===== config.mk =====
export PLATFORM = sky130hd
export DESIGN_NAME = seg7_scan
export DESIGN_NICKNAME = d
export VERILOG_FILES = /design/src/rtl/seg7_scan.sv
export SDC_FILE = /design/constraint.sdc
export NUM_CORES = 1
export LEC_CHECK = 0
export CAP_MARGIN = 20
export CORE_ASPECT_RATIO = 1.5
export CORE_MARGIN = 2
export CORE_UTILIZATION = 55
export DETAILED_ROUTE_END_ITERATION = 16
export PLACE_DENSITY = 0.94
export REMOVE_ABC_BUFFERS = 1
export SLEW_MARGIN = 20
export SYNTH_ARGS = -nofsm -noshare
export SYNTH_HDL_FRONTEND = slang
export SYNTH_SLANG_ARGS = --single-unit

===== constraint.sdc =====
create_clock -name clk -period 3.7 [get_ports clk]
set_input_delay 0.74 -clock clk [delete_from_list [all_inputs] [get_ports clk]]
set_output_delay 0.74 -clock clk [all_outputs]
set_load 0.02 [all_outputs]

===== src/rtl/seg7_scan.sv =====
// Four-digit multiplexed 7-segment scanner: synchronises the scan-rate input,
// snapshots display data once per frame and drives registered anode/cathode lines.
module seg7_scan #(
  parameter int BLINK_BITS = 6
) (
  input  logic        clk,
  input  logic        clr,
  input  logic        segclk,
  input  logic [15:0] digits,
  input  logic [3:0]  dp_in,
  input  logic        blank_lz,
  input  logic        blink_en,
  input  logic [3:0]  blink_mask,
  output logic [3:0]  an,
  output logic [6:0]  seg,
  output logic        dp
);

  logic                  s0_q, s1_q, s2_q, s0_d, s1_d, s2_d;
  logic                  load_q, load_d;
  logic [1:0]            sel_q, sel_d;
  logic [15:0]           sh_digits_q, sh_digits_d;
  logic [3:0]            sh_dp_q, sh_dp_d;
  logic [3:0]            sh_mask_q, sh_mask_d;
  logic [BLINK_BITS-1:0] blink_cnt_q, blink_cnt_d;
  logic [3:0]            an_q, an_d;
  logic [6:0]            seg_q, seg_d;
  logic                  dp_q, dp_d;

  logic       tick_s;
  logic [3:0] nibble_s;
  logic       lz_blank_s;
  logic       blink_blank_s;

  function automatic logic [6:0] hex7(input logic [3:0] n);
    case (n)
      4'h0:    hex7 = 7'h40;
      4'h1:    hex7 = 7'h79;
      4'h2:    hex7 = 7'h24;
      4'h3:    hex7 = 7'h30;
      4'h4:    hex7 = 7'h19;
      4'h5:    hex7 = 7'h12;
      4'h6:    hex7 = 7'h02;
      4'h7:    hex7 = 7'h78;
      4'h8:    hex7 = 7'h00;
      4'h9:    hex7 = 7'h10;
      4'hA:    hex7 = 7'h08;
      4'hB:    hex7 = 7'h03;
      4'hC:    hex7 = 7'h46;
      4'hD:    hex7 = 7'h21;
      4'hE:    hex7 = 7'h06;
      4'hF:    hex7 = 7'h0E;
      default: hex7 = 7'h7F;
    endcase
  endfunction

  // Active-digit nibble and blanking decisions, taken from shadow data at the current sel
  always_comb begin
    nibble_s   = 4'h0;
    lz_blank_s = 1'b0;
    case (sel_q)
      2'd0: begin
        nibble_s   = sh_digits_q[3:0];
        lz_blank_s = 1'b0;
      end
      2'd1: begin
        nibble_s   = sh_digits_q[7:4];
        lz_blank_s = (sh_digits_q[15:4] == 12'h000);
      end
      2'd2: begin
        nibble_s   = sh_digits_q[11:8];
        lz_blank_s = (sh_digits_q[15:8] == 8'h00);
      end
      2'd3: begin
        nibble_s   = sh_digits_q[15:12];
        lz_blank_s = (sh_digits_q[15:12] == 4'h0);
      end
      default: begin
        nibble_s   = 4'h0;
        lz_blank_s = 1'b0;
      end
    endcase
    blink_blank_s = blink_en & sh_mask_q[sel_q] & blink_cnt_q[BLINK_BITS-1];
  end

  // Next-state logic: synchroniser, digit select, frame snapshot and output load
  always_comb begin
    tick_s      = s1_q & ~s2_q;
    s0_d        = segclk;
    s1_d        = s0_q;
    s2_d        = s1_q;
    load_d      = tick_s;
    sel_d       = sel_q;
    sh_digits_d = sh_digits_q;
    sh_dp_d     = sh_dp_q;
    sh_mask_d   = sh_mask_q;
    blink_cnt_d = blink_cnt_q;
    an_d        = an_q;
    seg_d       = seg_q;
    dp_d        = dp_q;

    if (tick_s) begin
      sel_d = sel_q + 2'd1;
      // The wrap tick starts a new frame: take a coherent snapshot of all display data
      if (sel_q == 2'd3) begin
        sh_digits_d = digits;
        sh_dp_d     = dp_in;
        sh_mask_d   = blink_mask;
        blink_cnt_d = blink_cnt_q + BLINK_BITS'(1);
      end else begin
        sh_digits_d = sh_digits_q;
      end
    end else begin
      sel_d = sel_q;
    end

    if (load_q) begin
      if ((blank_lz & lz_blank_s) | blink_blank_s) begin
        an_d  = 4'hF;
        seg_d = 7'h7F;
        dp_d  = 1'b1;
      end else begin
        an_d  = ~(4'b0001 << sel_q);
        seg_d = hex7(nibble_s);
        dp_d  = ~sh_dp_q[sel_q];
      end
    end else begin
      an_d = an_q;
    end
  end

  // State registers with synchronous clear
  always_ff @(posedge clk) begin
    if (clr) begin
      s0_q        <= 1'b0;
      s1_q        <= 1'b0;
      s2_q        <= 1'b0;
      load_q      <= 1'b0;
      sel_q       <= 2'd3;
      sh_digits_q <= 16'h0000;
      sh_dp_q     <= 4'h0;
      sh_mask_q   <= 4'h0;
      blink_cnt_q <= '0;
      an_q        <= 4'hF;
      seg_q       <= 7'h7F;
      dp_q        <= 1'b1;
    end else begin
      s0_q        <= s0_d;
      s1_q        <= s1_d;
      s2_q        <= s2_d;
      load_q      <= load_d;
      sel_q       <= sel_d;
      sh_digits_q <= sh_digits_d;
      sh_dp_q     <= sh_dp_d;
      sh_mask_q   <= sh_mask_d;
      blink_cnt_q <= blink_cnt_d;
      an_q        <= an_d;
      seg_q       <= seg_d;
      dp_q        <= dp_d;
    end
  end

  assign an  = an_q;
  assign seg = seg_q;
  assign dp  = dp_q;

endmodule


==> results.ini <==
[cts]
cts_max_path_buffers = 2
cts_tree = built
root_buffer = clkbuf_8
ctsHoldBuffers = 0
htree_levels = 2
clk_latency_ps = 300
ctsResizeCount = 0
cts_made_buffers = 5
clock-sinks = 48
cts_setup_buffers = 0
clkTransAtPathRegs_ps = 80

[floorplan]
die_h_um = 81.0
fp-row-count = 28
ios = 41
start_util = 0.564
fp.dieW_um = 55.3
dieArea_um2 = 4480
core_area_um2 = 3850

[timing]
hold_viol = 0
max_freq_mhz = 356
drv_slew = 0
setup_viol = 0
timing.hold.ws_ps = 446
skew_ps = 4.69
worstMarginPinSlew_ps = 940
slew_headroom = 0.371
period_share = 0.760
finalSetupTns_ps = 0
rsz0062_at_grt = no
min_period_ps = 2810

[job]
cap_violations = 0

[pwr]
irDropWorstVdd_uv = 314
power_density_nw_per_um2 = 382
leakage_nw = 1.04
p_total_mw = 1.03

[placement]
dp_hpwl_um = 3300
io_buffers = 40
gp_congestion = 0.878

[routing]
drt_pre_antenna_iters = 4
drtIter0Drc = 81
viasPerCell = 5.52
wl_um = 4550
ant_nets = 0
drc_errors = 0
wl_per_cell_um = 13.4
dr_total_vias = 1866

[global_route]
grt_pass1_vias = 1732
grt_pass1_wl_um = 7490
antenna_found_initial = 0
grt_util_all_layers = 0.212
grt-ovfl-total = 0
grt_max_degree = 27

[cells_and_area]
n_fill_cell = 292
layout.area.seq_um2 = 961
diodes = 0
final_cell_mix = nand2_1 (63), dfxtp_1 (48), clkdlybuf4s50_1 (40)
final_nets = 333
final_core_util = 0.701
final_common_cell = nand2_1
drive_gt1_frac = 0.0614
syn_to_final_growth_pct = 24.3
multi_input_area_um2 = 1110

[critical_path]
worstPathRequired_ps = 3870
critPathCaptureType = flop
path_max_fanout = 6
critPathKind = flop to flop
startpoint_type = flop
critPathArrivalTime_ps = 2980

[run_status]
status = complete, no violations

[synth]
yosys_warnings = 0
ys_ff_latch = 48
ys.flop_type = dfxtp_1
synth.distinct_cells = 37
synth_area_um2 = 2170
yosysSeqAreaShare = 0.442
syn_area_per_cell_um2 = 8.49
syn_inst = 256
async_flop_share = 0
synth_enable_flop_cells = 0

[worst_hold_path]
hp-class = flop to flop

-- cells in the mapped netlist (2+ instances only) --
| library cell | number | share of area |
|---|---|---|
| a222oi_1 | 3 | 0.014 |
| a21oi_1 | 30 | 0.069 |
| nor2b_1 | 6 | 0.017 |
| mux4_2 | 3 | 0.031 |
| xnor2_1 | 3 | 0.012 |
| o22ai_1 | 6 | 0.017 |
| buf_2 | 2 | 0.0046 |
| nor2_1 | 13 | 0.022 |
| nor4_1 | 3 | 0.0086 |
| o21ai_0 | 5 | 0.012 |
| dfxtp_1 | 48 | 0.44 |
| a211oi_1 | 2 | 0.0069 |
| o221ai_1 | 3 | 0.012 |
| clkbuf_1 | 11 | 0.019 |
| nand2_1 | 63 | 0.11 |
| mux2i_1 | 2 | 0.0092 |
| ha_1 | 12 | 0.069 |
| a31oi_1 | 2 | 0.0058 |
| xor2_1 | 4 | 0.016 |
| nand3_1 | 3 | 0.0069 |
| and2_1 | 2 | 0.0058 |
| o211ai_1 | 2 | 0.0069 |
| inv_1 | 13 | 0.022 |
| mux2_2 | 2 | 0.010 |
-- critical path, stage by stage (launching register included) --
cell and delay [ps]:
dfxtp_1 480, inv_1 130, ha_1 240, inv_1 240
mux2i_1 500, inv_1 150, ha_1 250, nor3b_1 150
a2111oi_0 420, o21ai_0 120
-- logic make-up after synthesis --
| kind of cell | Yosys count | synth area share |
|---|---|---|
| compound gates | 58 | 0.165 |
| xor+xnor | 7 | 0.0282 |
| fa+ha+maj | 12 | 0.0690 |
| buf+inv | 27 | 0.0512 |
| flops | 48 | 0.442 |
| mux | 8 | 0.0570 |
| simple gates | 96 | 0.188 |
-- flip-flops by register name, indices dropped and copies added (netlist names) --
register     flops
s2_q             1
sh_mask_q        4
load_q           1
s1_q             1
s0_q             1
an               4
seg              7
sel_q            2
blink_cnt_q      6
sh_digits_q     16
sh_dp_q          4
dp               1
-- final timing paths --
| check | from | endpoint | slack, ps | depth (start not counted) |
|---|---|---|---|---|
| min reg2reg | s0_q | s1_q | 450 | 1 |
| max reg2reg | sel_q[0] | seg[0] | 890 | 9 |
| min | s0_q | s1_q | 450 | 1 |
| max | sel_q[0] | seg[0] | 890 | 9 |
-- per-stage QoR --
stage | instance area [um2] | setup WS (ps) | std cells
3_5_place_dp | 2590 | 906 | 330
2_1_floorplan | 2110 | 1190 | 242
6_report | 2700 | 889 | 338
3_3_place_gp | 2590 | 1030 | 330
5_1_grt | 2700 | 609 | 338
4_1_cts | 2700 | 903 | 338
-- layout make-up --
cell class / instances / area share
inverter: 13 / 0.0181
multi-input combinational: 181 / 0.409
tap: 45 / 0.0208
clock inverter: 2 / 0.0130
sequential: 48 / 0.356
timing repair buffer: 43 / 0.156
clock buffer: 6 / 0.0269
-- power by group --
part	internal, mW	switching, mW
registers	0.531	0.0123
clock network	0.201	0.170
logic	0.0608	0.0580
total	0.793	0.240
-- layer usage --
layer,global-route usage,share of wire,up-vias
li1,-,-,939
met4,0.0878,0.024,0
met1,0.225,0.39,859
met3,0.0414,0.043,10
met5,0,0,-
met2,0.406,0.54,58
(Power assumes the default switching activity.)
